==> src/rtl/dbg_pkg.sv <==
// Shared opcodes, status codes and FSM state types for the debug executor.
// SEND_CSUM exists only when DBG_EXEC_CHECKSUM_EN is defined.
package dbg_pkg;

    localparam logic [7:0] CMD_NOP   = 8'h00;
    localparam logic [7:0] CMD_READ  = 8'h01;
    localparam logic [7:0] CMD_WRITE = 8'h02;
    localparam logic [7:0] CMD_PING  = 8'h03;

    localparam logic [7:0] ST_OK      = 8'h00;
    localparam logic [7:0] ST_BUS_ERR = 8'h01;
    localparam logic [7:0] ST_TIMEOUT = 8'h02;
    localparam logic [7:0] ST_BAD_OP  = 8'h03;

    typedef enum logic [1:0] {
        EX_IDLE,
        EX_BUS_REQ,
        EX_SEND
    } exec_state_t;

    typedef enum logic [1:0] {
        SER_IDLE,
        SEND_STATUS,
        SEND_DATA
`ifdef DBG_EXEC_CHECKSUM_EN
        ,
        SEND_CSUM
`endif
    } ser_state_t;

endpackage

==> src/rtl/dbg_executor_if.sv <==
// Simple req/ack bus between the debug executor and the system fabric.
interface dbg_executor_if #(
    parameter int AdrW = 4,
    parameter int DatW = 4
);
    logic              req;
    logic              we;
    logic [AdrW*8-1:0] adr;
    logic [DatW*8-1:0] wdata;
    logic [DatW*8-1:0] rdata;
    logic              ack;
    logic              err;

    modport master (
        output req, we, adr, wdata,
        input  rdata, ack, err
    );

    modport slave (
        input  req, we, adr, wdata,
        output rdata, ack, err
    );
endinterface

==> src/rtl/dbg_resp_ser.sv <==
// Response serialiser: status byte, optional read data (MSB first) and,
// with DBG_EXEC_CHECKSUM_EN, a trailing XOR checksum byte.
module dbg_resp_ser
    import dbg_pkg::*;
#(
    parameter int DatW = 4
) (
    input  logic              clk,
    input  logic              rst,
    input  logic              load,
    input  logic [7:0]        status,
    input  logic [DatW*8-1:0] rdata,
    input  logic              with_data,
    output logic [7:0]        tx_data,
    output logic              tx_valid,
    input  logic              tx_ready,
    output logic              done
);
    localparam int IdxW = DatW > 1 ? $clog2(DatW) : 1;

`ifdef DBG_EXEC_CHECKSUM_EN
    localparam ser_state_t Tail = SEND_CSUM;
    logic [7:0] csum_q;
`else
    localparam ser_state_t Tail = SER_IDLE;
`endif

    ser_state_t        state_q, state_d;
    logic [7:0]        status_q;
    logic [DatW*8-1:0] rdata_q;
    logic              with_q;
    logic [IdxW-1:0]   idx_q;
    logic              xfer;

    assign tx_valid = state_q != SER_IDLE;
    assign xfer     = tx_valid && tx_ready;

    always_comb begin
        state_d = state_q;
        unique case (state_q)
            SER_IDLE:    if (load) state_d = SEND_STATUS;
            SEND_STATUS: if (xfer) state_d = with_q ? SEND_DATA : Tail;
            SEND_DATA:   if (xfer && idx_q == '0) state_d = Tail;
`ifdef DBG_EXEC_CHECKSUM_EN
            SEND_CSUM:   if (xfer) state_d = SER_IDLE;
`endif
            default:     state_d = SER_IDLE;
        endcase
        done = xfer && state_d == SER_IDLE;
    end

    always_comb begin
        tx_data = 8'h00;
        unique case (state_q)
            SEND_STATUS: tx_data = status_q;
            SEND_DATA:   tx_data = rdata_q[{idx_q, 3'b000} +: 8];
`ifdef DBG_EXEC_CHECKSUM_EN
            SEND_CSUM:   tx_data = csum_q;
`endif
            default:     tx_data = 8'h00;
        endcase
    end

    always_ff @(posedge clk or negedge rst) begin
        if (!rst) begin
            state_q  <= SER_IDLE;
            status_q <= 8'h00;
            rdata_q  <= '0;
            with_q   <= 1'b0;
            idx_q    <= '0;
`ifdef DBG_EXEC_CHECKSUM_EN
            csum_q   <= 8'h00;
`endif
        end else begin
            state_q <= state_d;
            if (load && state_q == SER_IDLE) begin
                status_q <= status;
                rdata_q  <= rdata;
                with_q   <= with_data;
                idx_q    <= IdxW'(DatW - 1);
`ifdef DBG_EXEC_CHECKSUM_EN
                csum_q   <= 8'h00;
`endif
            end else if (xfer) begin
                if (state_q == SEND_DATA) idx_q <= idx_q - 1'b1;
`ifdef DBG_EXEC_CHECKSUM_EN
                csum_q <= csum_q ^ tx_data;
`endif
            end
        end
    end

endmodule

==> src/rtl/dbg_executor.sv <==
// Debug command executor: one bus access per command, byte-serial reply.
// Define DBG_EXEC_CHECKSUM_EN to append an XOR checksum byte to each reply.
module dbg_executor
    import dbg_pkg::*;
#(
    parameter int DatW             = 4,
    parameter int AdrW             = 4,
    parameter int BusTimeoutCycles = 1024
) (
    input  logic                      clk,
    input  logic                      rst,
    input  logic [(1+AdrW+DatW)*8-1:0] cmd,
    input  logic                      cmd_valid,
    output logic                      busy,
    output logic                      overrun,
    dbg_executor_if.master            bus,
    output logic [7:0]                tx_data,
    output logic                      tx_valid,
    input  logic                      tx_ready
);
    localparam int CmdW = (1 + AdrW + DatW) * 8;
    localparam int CntW = $clog2(BusTimeoutCycles + 1);
    localparam logic [CntW-1:0] CntLast = CntW'(BusTimeoutCycles - 1);

    exec_state_t       state_q, state_d;
    logic [7:0]        op_q;
    logic [AdrW*8-1:0] adr_q;
    logic [DatW*8-1:0] dat_q;
    logic [DatW*8-1:0] rdata_q, rdata_d;
    logic [7:0]        status_q, status_d;
    logic [CntW-1:0]   cnt_q;
    logic              load_q, overrun_q;
    logic              fire, ser_done, req;
    logic [7:0]        cmd_op;
    logic              is_rw, is_nop;
    logic              got_err, got_ack, timed_out;

    assign cmd_op    = cmd[CmdW-1 -: 8];
    assign is_rw     = cmd_op == CMD_READ || cmd_op == CMD_WRITE;
    assign is_nop    = cmd_op == CMD_NOP || cmd_op == CMD_PING;

    // err outranks ack; timeout only counts when neither arrived
    assign got_err   = bus.err;
    assign got_ack   = bus.ack && !bus.err;
    assign timed_out = !bus.ack && !bus.err && cnt_q == CntLast;

    always_comb begin
        state_d  = state_q;
        status_d = status_q;
        rdata_d  = rdata_q;
        fire     = 1'b0;
        unique case (state_q)
            EX_IDLE: begin
                if (cmd_valid) begin
                    unique case (1'b1)
                        is_rw: state_d = EX_BUS_REQ;
                        is_nop: begin
                            status_d = ST_OK;
                            rdata_d  = '0;
                            fire     = 1'b1;
                        end
                        default: begin
                            status_d = ST_BAD_OP;
                            rdata_d  = '0;
                            fire     = 1'b1;
                        end
                    endcase
                end
            end
            EX_BUS_REQ: begin
                unique case (1'b1)
                    got_err: begin
                        status_d = ST_BUS_ERR;
                        rdata_d  = '0;
                        fire     = 1'b1;
                    end
                    got_ack: begin
                        status_d = ST_OK;
                        rdata_d  = bus.rdata;
                        fire     = 1'b1;
                    end
                    timed_out: begin
                        status_d = ST_TIMEOUT;
                        rdata_d  = '0;
                        fire     = 1'b1;
                    end
                    default: ;
                endcase
            end
            EX_SEND: if (ser_done) state_d = EX_IDLE;
            default: state_d = EX_IDLE;
        endcase
        if (fire) state_d = EX_SEND;
    end

    always_ff @(posedge clk or negedge rst) begin
        if (!rst) begin
            state_q   <= EX_IDLE;
            op_q      <= 8'h00;
            adr_q     <= '0;
            dat_q     <= '0;
            rdata_q   <= '0;
            status_q  <= 8'h00;
            cnt_q     <= '0;
            load_q    <= 1'b0;
            overrun_q <= 1'b0;
        end else begin
            state_q   <= state_d;
            status_q  <= status_d;
            rdata_q   <= rdata_d;
            load_q    <= fire;
            overrun_q <= cmd_valid && state_q != EX_IDLE;
            if (state_q == EX_IDLE && cmd_valid) begin
                op_q  <= cmd_op;
                adr_q <= cmd[DatW*8 +: AdrW*8];
                dat_q <= cmd[DatW*8-1:0];
            end
            if (state_q == EX_BUS_REQ && !fire) cnt_q <= cnt_q + 1'b1;
            else cnt_q <= '0;
        end
    end

    assign req       = state_q == EX_BUS_REQ;
    assign bus.req   = req;
    assign bus.we    = req && op_q == CMD_WRITE;
    assign bus.adr   = adr_q;
    assign bus.wdata = dat_q;
    assign busy      = state_q != EX_IDLE;
    assign overrun   = overrun_q;

    // load lags the bus response by one cycle so status/rdata are registered
    dbg_resp_ser #(
        .DatW(DatW)
    ) u_ser (
        .clk      (clk),
        .rst      (rst),
        .load     (load_q),
        .status   (status_q),
        .rdata    (rdata_q),
        .with_data(op_q == CMD_READ && status_q == ST_OK),
        .tx_data  (tx_data),
        .tx_valid (tx_valid),
        .tx_ready (tx_ready),
        .done     (ser_done)
    );

endmodule
==> src/flat_wrapper.sv <==
// flat-port wrapper written by rule: the top's interface ports become plain ports
module dbg_executor_flat import dbg_pkg::*;
#(
    parameter int DatW             = 4,
    parameter int AdrW             = 4,
    parameter int BusTimeoutCycles = 1024
)
  (clk, rst, cmd, cmd_valid, busy, overrun, tx_data, tx_valid, tx_ready, bus_req, bus_we, bus_adr, bus_wdata, bus_rdata, bus_ack, bus_err);
  dbg_executor_if #(.AdrW(AdrW), .DatW(DatW)) bus_i ();
  input  logic clk;
  input  logic rst;
  input  logic [(1+AdrW+DatW)*8-1:0] cmd;
  input  logic cmd_valid;
  output logic busy;
  output logic overrun;
  output logic [7:0] tx_data;
  output logic tx_valid;
  input  logic tx_ready;
  output wire logic [$bits(bus_i.req)-1:0] bus_req;
  output wire logic [$bits(bus_i.we)-1:0] bus_we;
  output wire logic [$bits(bus_i.adr)-1:0] bus_adr;
  output wire logic [$bits(bus_i.wdata)-1:0] bus_wdata;
  input wire logic [$bits(bus_i.rdata)-1:0] bus_rdata;
  input wire logic [$bits(bus_i.ack)-1:0] bus_ack;
  input wire logic [$bits(bus_i.err)-1:0] bus_err;
  assign bus_req = bus_i.req;
  assign bus_we = bus_i.we;
  assign bus_adr = bus_i.adr;
  assign bus_wdata = bus_i.wdata;
  assign bus_i.rdata = bus_rdata;
  assign bus_i.ack = bus_ack;
  assign bus_i.err = bus_err;
  dbg_executor #(.DatW(DatW), .AdrW(AdrW), .BusTimeoutCycles(BusTimeoutCycles)) u_core (.clk(clk), .rst(rst), .cmd(cmd), .cmd_valid(cmd_valid), .busy(busy), .overrun(overrun), .bus(bus_i), .tx_data(tx_data), .tx_valid(tx_valid), .tx_ready(tx_ready));
endmodule
==> config.mk <==
export PLATFORM = sky130hd
export DESIGN_NAME = dbg_executor_flat
export DESIGN_NICKNAME = d
export VERILOG_FILES = /design/src/rtl/dbg_pkg.sv /design/src/rtl/dbg_executor_if.sv /design/src/rtl/dbg_resp_ser.sv /design/src/rtl/dbg_executor.sv /design/src/flat_wrapper.sv
export SDC_FILE = /design/constraint.sdc
export NUM_CORES = 1
export LEC_CHECK = 0
export CORE_AREA = 5 5 143 159
export CTS_BUF_LIST = sky130_fd_sc_hd__clkbuf_2
export DETAILED_ROUTE_END_ITERATION = 8
export DIE_AREA = 0 0 148 164
export PLACE_DENSITY_LB_ADDON = 0.2
export SLEW_MARGIN = 40
export SYNTH_ARGS = -nofsm -noshare
export SYNTH_HDL_FRONTEND = slang
export SYNTH_HIERARCHICAL = 1
export SYNTH_SLANG_ARGS = --single-unit
==> constraint.sdc <==
create_clock -name clk -period 2.3 [get_ports clk]
set_input_delay 0.23 -clock clk [delete_from_list [all_inputs] [get_ports clk]]
set_output_delay 0.23 -clock clk [all_outputs]
set_load 0.02 [all_outputs]
Word-level counts from Yosys, hierarchy flattened
Cells that the tools add are included.

operators by class
  add/subtract/negate cells = 2
  equal/unequal tests = 18
  shift operators = 1
  mux-type cells = 27
  reductions and logical operators = 34

operators with widths
  kind                                                                     count
  32-bit one-hot mux with 2 select lines                                   2
  32-bit two-way mux                                                       2
  8-bit one-hot mux with 2 select lines                                    3
  32-bit by 6-bit indexed part select with 8-bit output                    1
  8-bit by 2-bit equality test with 1-bit output, second input constant    3
  8-bit one-hot mux with 3 select lines                                    1
  2-bit two-way mux                                                        11
  8-bit by 1-bit equality test with 1-bit output, second input constant    2
  8-bit logical NOT                                                        2
  1-bit logical AND                                                        12
  2-bit one-hot mux with 3 select lines                                    2
  4-bit AND reduction                                                      3
  11-bit by 1-bit adder with 11-bit output, second input constant          1
  11-bit by 10-bit equality test with 1-bit output, second input constant  1
  11-bit two-way mux                                                       1
  2-bit nonzero test                                                       5
  2-bit logical NOT                                                        4
  8-bit two-way mux                                                        1
  3-bit by 1-bit inequality test with 1-bit output, second input constant  2
  2-bit by 1-bit equality test with 1-bit output, second input constant    2
  2-bit equality test, second input constant                               2
  2-bit inequality test, second input constant                             2
  4-bit inequality test, second input constant                             1
  1-bit logical NOT                                                        3
  other kinds (10)                                                         13

word-level totals
  register bits = 172
  bits of input ports = 110
  logic and storage cells = 96

Depth between registers and ports, before layout
  depth in word-level cells = 10
  depth in mapped cells = 8
  mapped depth without buffers = 7

Modules after synthesis
Netlist, hierarchy kept.

modules (own cells, without submodules)
  module        times used  cells an instance  area each (µm²)
  dbg_executor  1           501                5,101.1
  dbg_resp_ser  1           142                2,107.0

Least setup slack after synthesis
No wires, ideal clock.

  path kind = reg-to-reg
  from = register u_core.cnt_q[0]
  to = register u_core.rdata_q[10]
  arrival = 1.915 ns
  setup slack = 0.260 ns
  cell stages (with the launch flop) = 7
  clock period less this slack = 2.040 ns
  cells stage by stage = dfrtp_1 > ha_1 > nand3_1 > nor3_4 > a211oi_4 > buf_6 > mux2_4

on the way
  cells in the longest elaborated chain, start to end = 5

ends and longest elaborated chain
  what                                                                             line                 RTL
  start, declared                                                                  dbg_executor.sv:31   logic [CntW-1:0] cnt_q;
  start signal, assigned                                                           dbg_executor.sv:118  if (state_q == EX_BUS_REQ && !fire) cnt_q <= cnt_q + 1'b1;
  11-bit by 10-bit equality test with 1-bit output *                               dbg_executor.sv:45   assign timed_out = !bus.ack && !bus.err && cnt_q == CntLast;
  1-bit logical AND *                                                              dbg_executor.sv:45
  2-bit OR reduction (no source line) *                                            -
  32-bit one-hot mux with 2 select lines or 3-bit inequality test (tied branches)  -
  32-bit one-hot mux with 2 select lines or 4-bit AND reduction (tied branches)    -
  end signal, assigned                                                             dbg_executor.sv:110  rdata_q <= rdata_d;
  end, declared                                                                    dbg_executor.sv:29   logic [DatW*8-1:0] rdata_q, rdata_d;

Mark *: on every way between the ends. The rest lies on a longest branch, timed or not.
A chain may end at the register's enable or synchronous reset.

Final worst setup path
  from = register u_core.u_ser.idx_q[0]
  to = output tx_data[4]

on the way
  cells in the longest elaborated chain, start to end = 2

ends and longest elaborated chain
  what                                                   line                RTL
  start, declared                                        dbg_resp_ser.sv:32  logic [IdxW-1:0] idx_q;
  start signal, assigned                                 dbg_resp_ser.sv:80  idx_q <= IdxW'(DatW - 1);
  start signal, assigned                                 dbg_resp_ser.sv:85  if (state_q == SEND_DATA) idx_q <= idx_q - 1'b1;
  32-bit by 6-bit indexed part select with 8-bit output  dbg_resp_ser.sv:56  SEND_DATA: tx_data = rdata_q[{idx_q, 3'b000} +: 8];
  8-bit one-hot mux with 2 select lines                  dbg_resp_ser.sv:54  unique case (state_q)
  end, declared                                          flat_wrapper.sv:16  output logic [7:0] tx_data;

Every way passes these cells.

==> run summary <==
YS warnings: 6
pwr dens: 876.3 nW/µm²
Worst EP required: 2070 ps
DRT Wirelength: 18,200 µm
combinational share of power: 40.7%
final clock skew: 53.17 ps
Hold WS: 111.8 ps
critical path's top delay family: multiplexers
Synth async-reset ratio: 100.0%
most frequent cell after synthesis: nand2_1
Switching Fraction: 37.71%
Reg clk slew, reported paths: 250 ps
arrival time at the worst endpoint: 2260 ps
CP endpoint kind: output pin
grt total ovfl: 0
Crit Reg-Reg Startpoint: u_core/u_ser/state_q[0]
pin count of the biggest net entering global routing: 73
period utilisation layout: 108.4%
Final WS setup: -192.8 ps
fill count: 1,916
Final ANT Viol Nets: 0
crit path time final: 2493 ps
Hold Path Stages: 3
syn_area_per_cell: 11.21 µm²
TritonRoute pass-1 iters: 4
boundary pin count: 187
final net count: 1,024
Setup TNS: -1317 ps
vias post-DR: 5,402
Multi-input gate area: 2893 µm²
status: complete, but fails checks
switching pwr: 3.470 mW
Reg power frac: 43.3%
largest cells by area after synthesis: dfrtp_1 58%, nand2_1 12%, mux2_2 9.8%
HPWL after DPL: 12,400 µm
die height: 164 µm
total power: 9.202 mW
Clk Latency, worst-skew pair: 750 ps
TritonCTS Buffers: 17
f_max: 0.4012 GHz
Startpoint Class: register
worst-case reg-to-reg path depth: 7
share of layout cells above drive strength 1: 17.81%
Initial Util: 34.41%
final hold vios: 0
Buffers & Inverters on Critical Path: 2
netlist area before placement: 7208 µm²
H-tree depth: 4
Synth-to-Final Area Change: 45.69%
VDD IR max: 530.4 µV
clock root buffer: clkbuf_2
worst path cell trace: buf_6, mux4_2, a32o_1, buf_6
post-synthesis register bit count: 166
largest stage delay on the critical path: 520 ps
Design Area, Final: 10,500 µm²
die area: 24,270 µm²
Via density: 4.559
most frequent CP cell: buf_6
drt wl/cell: 15.36 µm
Critical path origin: u_core/u_ser/idx_q[0]
hold_sp: cmd[67]
sequential share of the synthesized area: 57.63%
CTS tree: done
die width: 148 µm
drc violations: 0
Post-synth EDFFs: 0
GPL Wtd Cong: 0.7507
Setup CP Type: reg2out
Iteration-0 DRC Markers: 212
Total GRT Usage: 15.33%
failing checks: negative setup slack
I/O Buffers: 186
Leak: 4.995 nW
register area: 4154 µm²
FP Rows: 56
Yosys top cell area share: 57.63%
Synth Flop Type: dfrtp_1
cells after synthesis: 643
area of the core region: 20,950 µm²
Levels on crit path: 4
clk sink count: 166
min-delay worst type: in2reg
Clock Path Buffers: 2
RSZ-0062 raised after global routing: true
top cells by count, synth: 226 x nand2_1, 166 x dfrtp_1, 63 x mux2_2
highest fanout seen on the critical path: 5
max-capacitance violation count: 0
max-slew violations: 0
Yosys top cell by area: dfrtp_1
Final setup viols: 8
vias in the first global route: 5,632
Pint: 5.732 mW
clock power share: 16.1%
library cells used by synthesis: 44
Placed Cells incl. Taps: 1,076
initial antenna violation count: 1
first-pass GRT wire length: 29,530 µm
post-route insts no fill: 1,185
Post-DP Area: 9475 µm²
Critical-path top delay cell: mux4_2
[area by class of cell]
type	instances	area share (%)
Clock inverter	15	1.334
Antenna cell	3	0.07149
Tap cell	261	3.110
Clock buffer	17	0.8102
Sequential cell	166	39.56
Inverter	11	0.3932
Multi-Input combinational cell	435	27.55
Timing Repair Buffer	277	27.18
[sequential cells by signal (all words and copies together) (netlist names)]
signal and flops:
u_core/bus.wdata 32, u_core/status_q 2, u_core/op_q 8, u_core/u_ser/with_q 1, u_core/overrun 1, u_core/state_q 2
u_core/cnt_q 11, u_core/bus.adr 32, u_core/load_q 1, u_core/rdata_q 32, u_core/u_ser/status_q 8, u_core/u_ser/state_q 2
u_core/u_ser/idx_q 2, u_core/u_ser/rdata_q 32
[what timing repair did]
action,CTS,global route
resized for setup,64,10
cloned,0,0
pin swaps,8,6
setup endpoints to repair,12,12
hold buffers,72,1
buffers inserted,0,1
hold endpoints to repair,235,1
[power groups by stage]
stage	Combinational, mW	Sequential (mW)	Clock (mW)
after global routing	4.05	4.08	1.70
after global placement	3.63	4.02	0
after detailed placement	3.66	4.03	0
after floorplan	1.19	4.66	0
after CTS	3.78	3.97	1.58
final	3.74	3.98	1.48
[worst register-to-register path, cell delays in order, from the launching register on]
cell	delay, ps
dfrtp_1	450
inv_1	150
ha_1	450
nor2b_1	190
o32ai_1	90
a211oi_1	320
nor3_1	110
o21ai_0	160
[metal layers]
| layer | global-route usage [%] | vias to the layer above | part of all wire [%] |
|---|---|---|---|
| met5 | 0 | - | 0 |
| met4 | 4.662 | 0 | 1.4 |
| met3 | 5.381 | 21 | 6.4 |
| met2 | 25.65 | 122 | 50 |
| met1 | 18.74 | 2597 | 42 |
| li1 | - | 2662 | - |
[placed cells by master (no fill, tap or decap), types with 10 or more instances in the layout]
cell type / netlist / routed
clkbuf_2: 0 / 18
dfrtp_1: 166 / 166
inv_1: 11 / 10
nor2_1: 18 / 17
nor3b_1: 32 / 32
dlygate4sd3_1: 0 / 72
clkdlybuf4s50_1: 0 / 173
nand2_1: 226 / 224
mux2_2: 63 / 63
buf_6: 4 / 11
mux2_4: 10 / 10
[per-stage QoR]
stage | setup WS (ps) | util, %
2_1_floorplan | 260.0 | -
3_3_place_gp | 92.31 | 45.23
3_5_place_dp | 52.81 | 45.23
4_1_cts | -314.4 | 49.91
5_1_grt | -389.0 | 50.10
6_report | -192.8 | 50.13
[logic make-up after synthesis]
group / count (synthesis) / synth area share, %
flops: 166 / 57.63
compound gates: 19 / 2.569
mux: 83 / 14.77
xor+xnor: 10 / 1.215
fa+ha+maj: 6 / 1.041
buf+inv: 47 / 3.055
simple gates: 311 / 19.67
other cells: 1 / 0.05202
[worst paths after layout]
path,endpoint,slack (ps)
worst max-delay path,tx_data[4],-190
worst min-delay path,u_core/op_q[3],110
worst max register to register,u_core/state_q[1],330
worst min register to register,u_core/bus.adr[5],500
max in group asynchronous,u_core/rdata_q[23],1450
min in group asynchronous,u_core/bus.wdata[31],570
No activity file was read; power rests on OpenSTA's default activity.
